**src/rtl/mem_arbiter.sv**
```systemverilog
// mem_arbiter: shares one word memory port between fetch (IF) and load/store (D); optional IF starvation guard via MEM_ARB_STARVE_GUARD_EN
module mem_arbiter #(
    parameter int ADDR_W       = 32,
    parameter int DATA_W       = 32,
    parameter int STARVE_LIMIT = 4
) (
    input  logic              clk,
    input  logic              rst,
    input  logic              if_req,
    input  logic [ADDR_W-1:0] if_addr,
    output logic              if_gnt,
    output logic              if_rvalid,
    output logic [DATA_W-1:0] if_rdata,
    input  logic              d_req,
    input  logic              d_we,
    input  logic [ADDR_W-1:0] d_addr,
    input  logic [DATA_W-1:0] d_wdata,
    input  logic [3:0]        d_be,
    output logic              d_gnt,
    output logic              d_rvalid,
    output logic [DATA_W-1:0] d_rdata,
    output logic              mem_req,
    output logic              mem_we,
    output logic [ADDR_W-1:0] mem_addr,
    output logic [DATA_W-1:0] mem_wdata,
    output logic [3:0]        mem_be,
    input  logic              mem_gnt,
    input  logic              mem_rvalid,
    input  logic [DATA_W-1:0] mem_rdata,
    output logic              busy
);
    typedef enum logic [1:0] {IDLE, HOLD, WAIT} state_t;
    localparam int CW = $clog2(STARVE_LIMIT + 1);
`ifdef MEM_ARB_STARVE_GUARD_EN
    localparam bit GUARD = 1'b1;
`else
    localparam bit GUARD = 1'b0;
`endif
    state_t          state, state_nxt;
    logic            owner;
    logic [CW-1:0]   starve_cnt;
    logic            req_any, starve_win, pick, sel, gnt_ok;
    assign req_any    = d_req | if_req;
    assign starve_win = GUARD && if_req && (starve_cnt == CW'(STARVE_LIMIT));
    assign pick       = d_req && !starve_win;
    assign sel        = (state == IDLE) ? pick : owner;
    assign gnt_ok     = mem_gnt && ((state == IDLE && req_any) || state == HOLD);
    // state register
    always_ff @(posedge clk) begin
        if (!rst) state <= IDLE;
        else      state <= state_nxt;
    end
    // owner latches the pick whenever arbitration happens in IDLE
    always_ff @(posedge clk) begin
        if (!rst)                        owner <= 1'b0;
        else if (state == IDLE && req_any) owner <= pick;
    end
`ifdef MEM_ARB_STARVE_GUARD_EN
    // count D grants that bypass a waiting IF, saturating at the limit
    always_ff @(posedge clk) begin
        if (!rst)                                  starve_cnt <= '0;
        else if (d_gnt && if_req)                  starve_cnt <= (starve_cnt == CW'(STARVE_LIMIT)) ? starve_cnt : starve_cnt + 1'b1;
        else if (if_gnt || (state == IDLE && !if_req)) starve_cnt <= '0;
    end
`else
    assign starve_cnt = '0;
`endif
    // next state: arbitrate in IDLE, hold until accepted, wait for the response
    always_comb begin
        state_nxt = (state == IDLE) ? (req_any ? (mem_gnt ? WAIT : HOLD) : IDLE) :
                    (state == HOLD) ? (mem_gnt ? WAIT : HOLD) :
                    (mem_rvalid ? IDLE : WAIT);
    end
    // outputs: payload from the selected requester, strobes routed to the owner, all zero in reset
    always_comb begin
        mem_req   = rst && ((state == IDLE && req_any) || state == HOLD);
        mem_we    = rst && sel && d_we;
        mem_addr  = !rst ? '0 : sel ? d_addr : if_addr;
        mem_wdata = (rst && sel) ? d_wdata : '0;
        mem_be    = !rst ? 4'h0 : sel ? d_be : 4'hF;
        if_gnt    = rst && gnt_ok && !sel;
        d_gnt     = rst && gnt_ok && sel;
        if_rvalid = rst && state == WAIT && mem_rvalid && !owner;
        d_rvalid  = rst && state == WAIT && mem_rvalid && owner;
        if_rdata  = rst ? mem_rdata : '0;
        d_rdata   = rst ? mem_rdata : '0;
        busy      = rst && state != IDLE;
    end
endmodule
```
**config.mk**
```make
export PLATFORM = sky130hd
export DESIGN_NAME = mem_arbiter
export DESIGN_NICKNAME = d
export VERILOG_FILES = /design/src/rtl/mem_arbiter.sv
export SDC_FILE = /design/constraint.sdc
export NUM_CORES = 1
export LEC_CHECK = 0
export CORE_AREA = 8 8 102 104
export DETAILED_ROUTE_END_ITERATION = 7
export DIE_AREA = 0 0 110 112
export PLACE_DENSITY_LB_ADDON = 0.12
export SETUP_SLACK_MARGIN = 0.5
export SLEW_MARGIN = 20
export SYNTH_ARGS = -nofsm -noshare
export SYNTH_HDL_FRONTEND = slang
export SYNTH_SLANG_ARGS = --single-unit
```
**constraint.sdc**
```tcl
create_clock -name clk -period 2.05 [get_ports clk]
set_clock_uncertainty 0.2 [all_clocks]
set_input_delay 0.615 -clock clk [delete_from_list [all_inputs] [get_ports clk]]
set_output_delay 0.615 -clock clk [all_outputs]
set_load 0.05 [all_outputs]
```
==> impl_metrics.yaml <==
hold_path:
  min-delay-path-class: "primary input to flip-flop"
  min_from: "mem_rvalid"
  timing.hold.worst_path_depth: 2
  hold_end: "state[1]"
global_route:
  grt-ovfl-total: 0
  grt_pass1_wl_mm: 19.6
  total_grt_usage: 0.209
  grt_antenna_before_repair: 0
  grt_max_degree: 18
  first_global_vias: 3161
sta:
  fin_hold_ws_ps: 391
  setup_viol: 139
  timing.final.hold_violations: 0
  rsz0062_at_grt: "yes"
  setup_total_negative_slack_ps: -44960
  timing.final.max_slew_violations: 0
  worst_slew_pin_slew_ps: 266
  worst_slack_ps: -487
  post-route-period-util: 1.24
  slew_headroom: 0.823
  layout_min_cycle_time_ps: 2540
  max_freq_ghz: 0.394
clocking:
  clock_sinks: 3
  cts_buffers: 3
  clk_transition_reported_paths_ps: 30
  cts.htree.levels: 1
  insertion_delay_of_the_later_clocked_pin_in_the_worst_skew_pair_ps: 220
  clock_tree_from_tritoncts: "done"
  cts_max_path_buffers: 2
  clock-root-buffer: "sky130_fd_sc_hd__clkbuf_8"
  postCtsHoldBufs: 0
setup_path:
  timing.rr.end: "owner"
  cp-end-kind: "output pin"
  timing.critical_path.mode_cell: "sky130_fd_sc_hd__buf_12"
  setup.worst_path.class: "flip-flop to output pin"
  worst-r2r-cell-count: 5
  crit_start: "state[1]"
  critPathMaxFanout: 8
  worst_r2r_startpoint: "state[1]"
  crit_chain: "nor2_4, mux2i_4, buf_12, buf_12, mux2i_4, buf_12"
  worst_ep_required_time_ps: 1230
  critPathMaxStageDelay_ps: 320
  timing.critical_path.slowest_stage_cell: "sky130_fd_sc_hd__dfxtp_2"
  r2r_slack_ps: 390
  arr_time_crit_path_ps: 1720
  critical_path_start_type: "flip-flop"
floorplan:
  dieHeight_um: 112
  ios: 278
  dieWidth_um: 110
  total_die_area_um2: 12300
  start_util: 0.174
  num_rows: 35
  core_area_um2: 8890
logic_synthesis:
  syn-instance-count: 239
  synth_cell_type_count: 24
  postSynthRegisterBits: 3
  avgSynthCellArea_um2: 6.45
  postSynthNetCount: 378
  yosys_warnings: 0
  synth_area_um2: 1540
  seq_total_area_yosys: 0.0389
finish:
  post_route_cells_drive_above_1_share: 0.606
  syn2layout_area_growth_pct: 371
  total_nets_final: 660
  n_antenna_cell: 0
drt:
  vias_per_cell: 4.45
  vias: 2808
  remaining_drc_errors: 0
  ant_nets: 0
  drt-pass1-iter-count: 4
  route.final.wire_length_mm: 13.5
  route.detailed.wl_per_inst_um: 21.4
  drtIter0Drc: 80
placement:
  place.gp.congestion: 0.779
  place.port_buffers: 277
  detailedPlacementHpwl_mm: 10.1
power_and_ir_drop:
  max-vdd-ir-drop_uv: 351
  static-leakage-power_nw: 3.00
  finalPower_mw: 2.92
  p_per_area_nw_per_um2: 402
job:
  maxCapViolCount: 0
outcome:
  run_status: "finished, violations left"
  violations_in_the_final_reports: "setup timing"
-- cells in the final DEF (no fill, tap or decap) --
| master | netlist | routed |
|---|---|---|
| sky130_fd_sc_hd__o21ai_1 | 0 | 1 |
| sky130_fd_sc_hd__dfxtp_2 | 0 | 1 |
| sky130_fd_sc_hd__buf_16 | 0 | 10 |
| sky130_fd_sc_hd__buf_12 | 0 | 157 |
| sky130_fd_sc_hd__dlygate4sd2_1 | 0 | 11 |
| sky130_fd_sc_hd__and2_4 | 0 | 32 |
| sky130_fd_sc_hd__o21a_4 | 0 | 4 |
| sky130_fd_sc_hd__nor3b_4 | 0 | 2 |
| sky130_fd_sc_hd__nor3_4 | 0 | 1 |
| sky130_fd_sc_hd__nand2_1 | 66 | 65 |
| sky130_fd_sc_hd__mux2_4 | 1 | 2 |
| sky130_fd_sc_hd__nor2b_1 | 1 | 1 |
| sky130_fd_sc_hd__clkbuf_8 | 0 | 3 |
| sky130_fd_sc_hd__clkdlybuf4s50_1 | 0 | 122 |
| sky130_fd_sc_hd__and2b_4 | 0 | 1 |
| sky130_fd_sc_hd__nand3b_1 | 1 | 1 |
| sky130_fd_sc_hd__buf_2 | 3 | 1 |
| sky130_fd_sc_hd__mux2i_4 | 0 | 33 |
| sky130_fd_sc_hd__nor2_4 | 0 | 4 |
| sky130_fd_sc_hd__and3_4 | 0 | 33 |
| sky130_fd_sc_hd__buf_8 | 2 | 4 |
| sky130_fd_sc_hd__clkdlybuf4s15_1 | 0 | 1 |
| sky130_fd_sc_hd__clkbuf_1 | 12 | 1 |
| sky130_fd_sc_hd__dfxtp_4 | 0 | 1 |
| sky130_fd_sc_hd__o2bb2ai_1 | 1 | 1 |
| sky130_fd_sc_hd__or4bb_4 | 0 | 1 |
| sky130_fd_sc_hd__nand2_4 | 0 | 1 |
| sky130_fd_sc_hd__dfxtp_1 | 3 | 1 |
| sky130_fd_sc_hd__buf_4 | 32 | 11 |
| sky130_fd_sc_hd__bufbuf_16 | 0 | 4 |
| sky130_fd_sc_hd__buf_6 | 2 | 9 |
-- where the power goes --
| part | leakage, nW | switching (mW) | total, mW | internal, mW |
|---|---|---|---|---|
| clock | 0.0228 | 0.0455 | 0.179 | 0.133 |
| sequential | 0.0259 | 0.00832 | 0.0725 | 0.0641 |
| combinational | 2.96 | 1.23 | 2.67 | 1.44 |
| total | 3.00 | 1.28 | 2.92 | 1.64 |
-- area by class of cell --
type | count | area, um^2
multi-input combinational | 183 | 1890
fill | 474 | 1620
timing repair buffer | 330 | 5120
tap | 111 | 139
clock buffer | 4 | 45.0
sequential | 3 | 65.1
-- worst max path at each step --
stage,to,slack (ps),cells past startpoint
after floorplan,mem_addr[10],-450,4
after global placement,d_gnt,-940,5
after detailed placement,d_gnt,-960,5
after CTS,mem_addr[8],-490,6
after global routing,mem_addr[13],-550,6
final,mem_addr[24],-490,6
-- cell families after synthesis --
family,Yosys count,share of synthesized area
buffers and inverters,54,0.238
DFF,3,0.0389
and+or+nand+nor,142,0.471
muxes,34,0.224
AOI/OAI and AO/OA,6,0.0284
-- synth_stat cells --
cell type / n / share of area
sky130_fd_sc_hd__and2_1: 32 / 0.13
sky130_fd_sc_hd__and2b_2: 1 / 0.0057
sky130_fd_sc_hd__and3_1: 33 / 0.13
sky130_fd_sc_hd__buf_1: 1 / 0.0024
sky130_fd_sc_hd__buf_2: 3 / 0.0097
sky130_fd_sc_hd__buf_4: 32 / 0.16
sky130_fd_sc_hd__buf_6: 2 / 0.015
sky130_fd_sc_hd__buf_8: 2 / 0.019
sky130_fd_sc_hd__clkbuf_1: 12 / 0.029
sky130_fd_sc_hd__clkbuf_2: 2 / 0.0065
sky130_fd_sc_hd__dfxtp_1: 3 / 0.039
sky130_fd_sc_hd__mux2_4: 1 / 0.0097
sky130_fd_sc_hd__mux2i_1: 33 / 0.21
sky130_fd_sc_hd__nand2_1: 66 / 0.16
sky130_fd_sc_hd__nand3b_1: 1 / 0.0049
sky130_fd_sc_hd__nor2_1: 3 / 0.0073
sky130_fd_sc_hd__nor2_2: 1 / 0.0041
sky130_fd_sc_hd__nor2b_1: 1 / 0.0041
sky130_fd_sc_hd__nor3_1: 1 / 0.0032
sky130_fd_sc_hd__nor3b_1: 2 / 0.0097
sky130_fd_sc_hd__o21a_1: 4 / 0.019
sky130_fd_sc_hd__o21ai_0: 1 / 0.0032
sky130_fd_sc_hd__o2bb2ai_1: 1 / 0.0057
sky130_fd_sc_hd__or4bb_2: 1 / 0.0081
-- repair_timing --
action,4_1_cts,5_1_grt
setup endpoints to repair,142,141
hold endpoints to repair,0,0
gates resized for setup,69,10
setup buffers,16,2
cloned,13,0
pin swaps,39,4
-- registers in the layout, indices dropped and copies added, names as in the netlist --
name / flops
owner: 1
state: 2
-- routing by layer --
| layer | global-route usage | vias to the layer above | share of wire |
|---|---|---|---|
| met4 | 0.0297 | 0 | 0.0067 |
| li1 | - | 1321 | - |
| met5 | 0 | - | 0 |
| met1 | 0.195 | 1324 | 0.32 |
| met3 | 0.0601 | 8 | 0.093 |
| met2 | 0.426 | 155 | 0.58 |
-- critical path: cells and delay by family (launching register included) --
kind          cells  cell delay [ps]
mux               2              540
flops             1              320
buf+inv           3              480
simple gates      1              140
-- per-stage QoR --
step	std cells	cell area, um^2	utilization	setup slack, ps
after CTS	629	7220	0.812	-492
after floorplan	239	2630	-	-450
after global placement	596	6530	0.734	-943
after detailed placement	596	6530	0.734	-960
final	631	7270	0.817	-487
after global routing	631	7270	0.817	-547
Power figures use the tool's default switching activity.
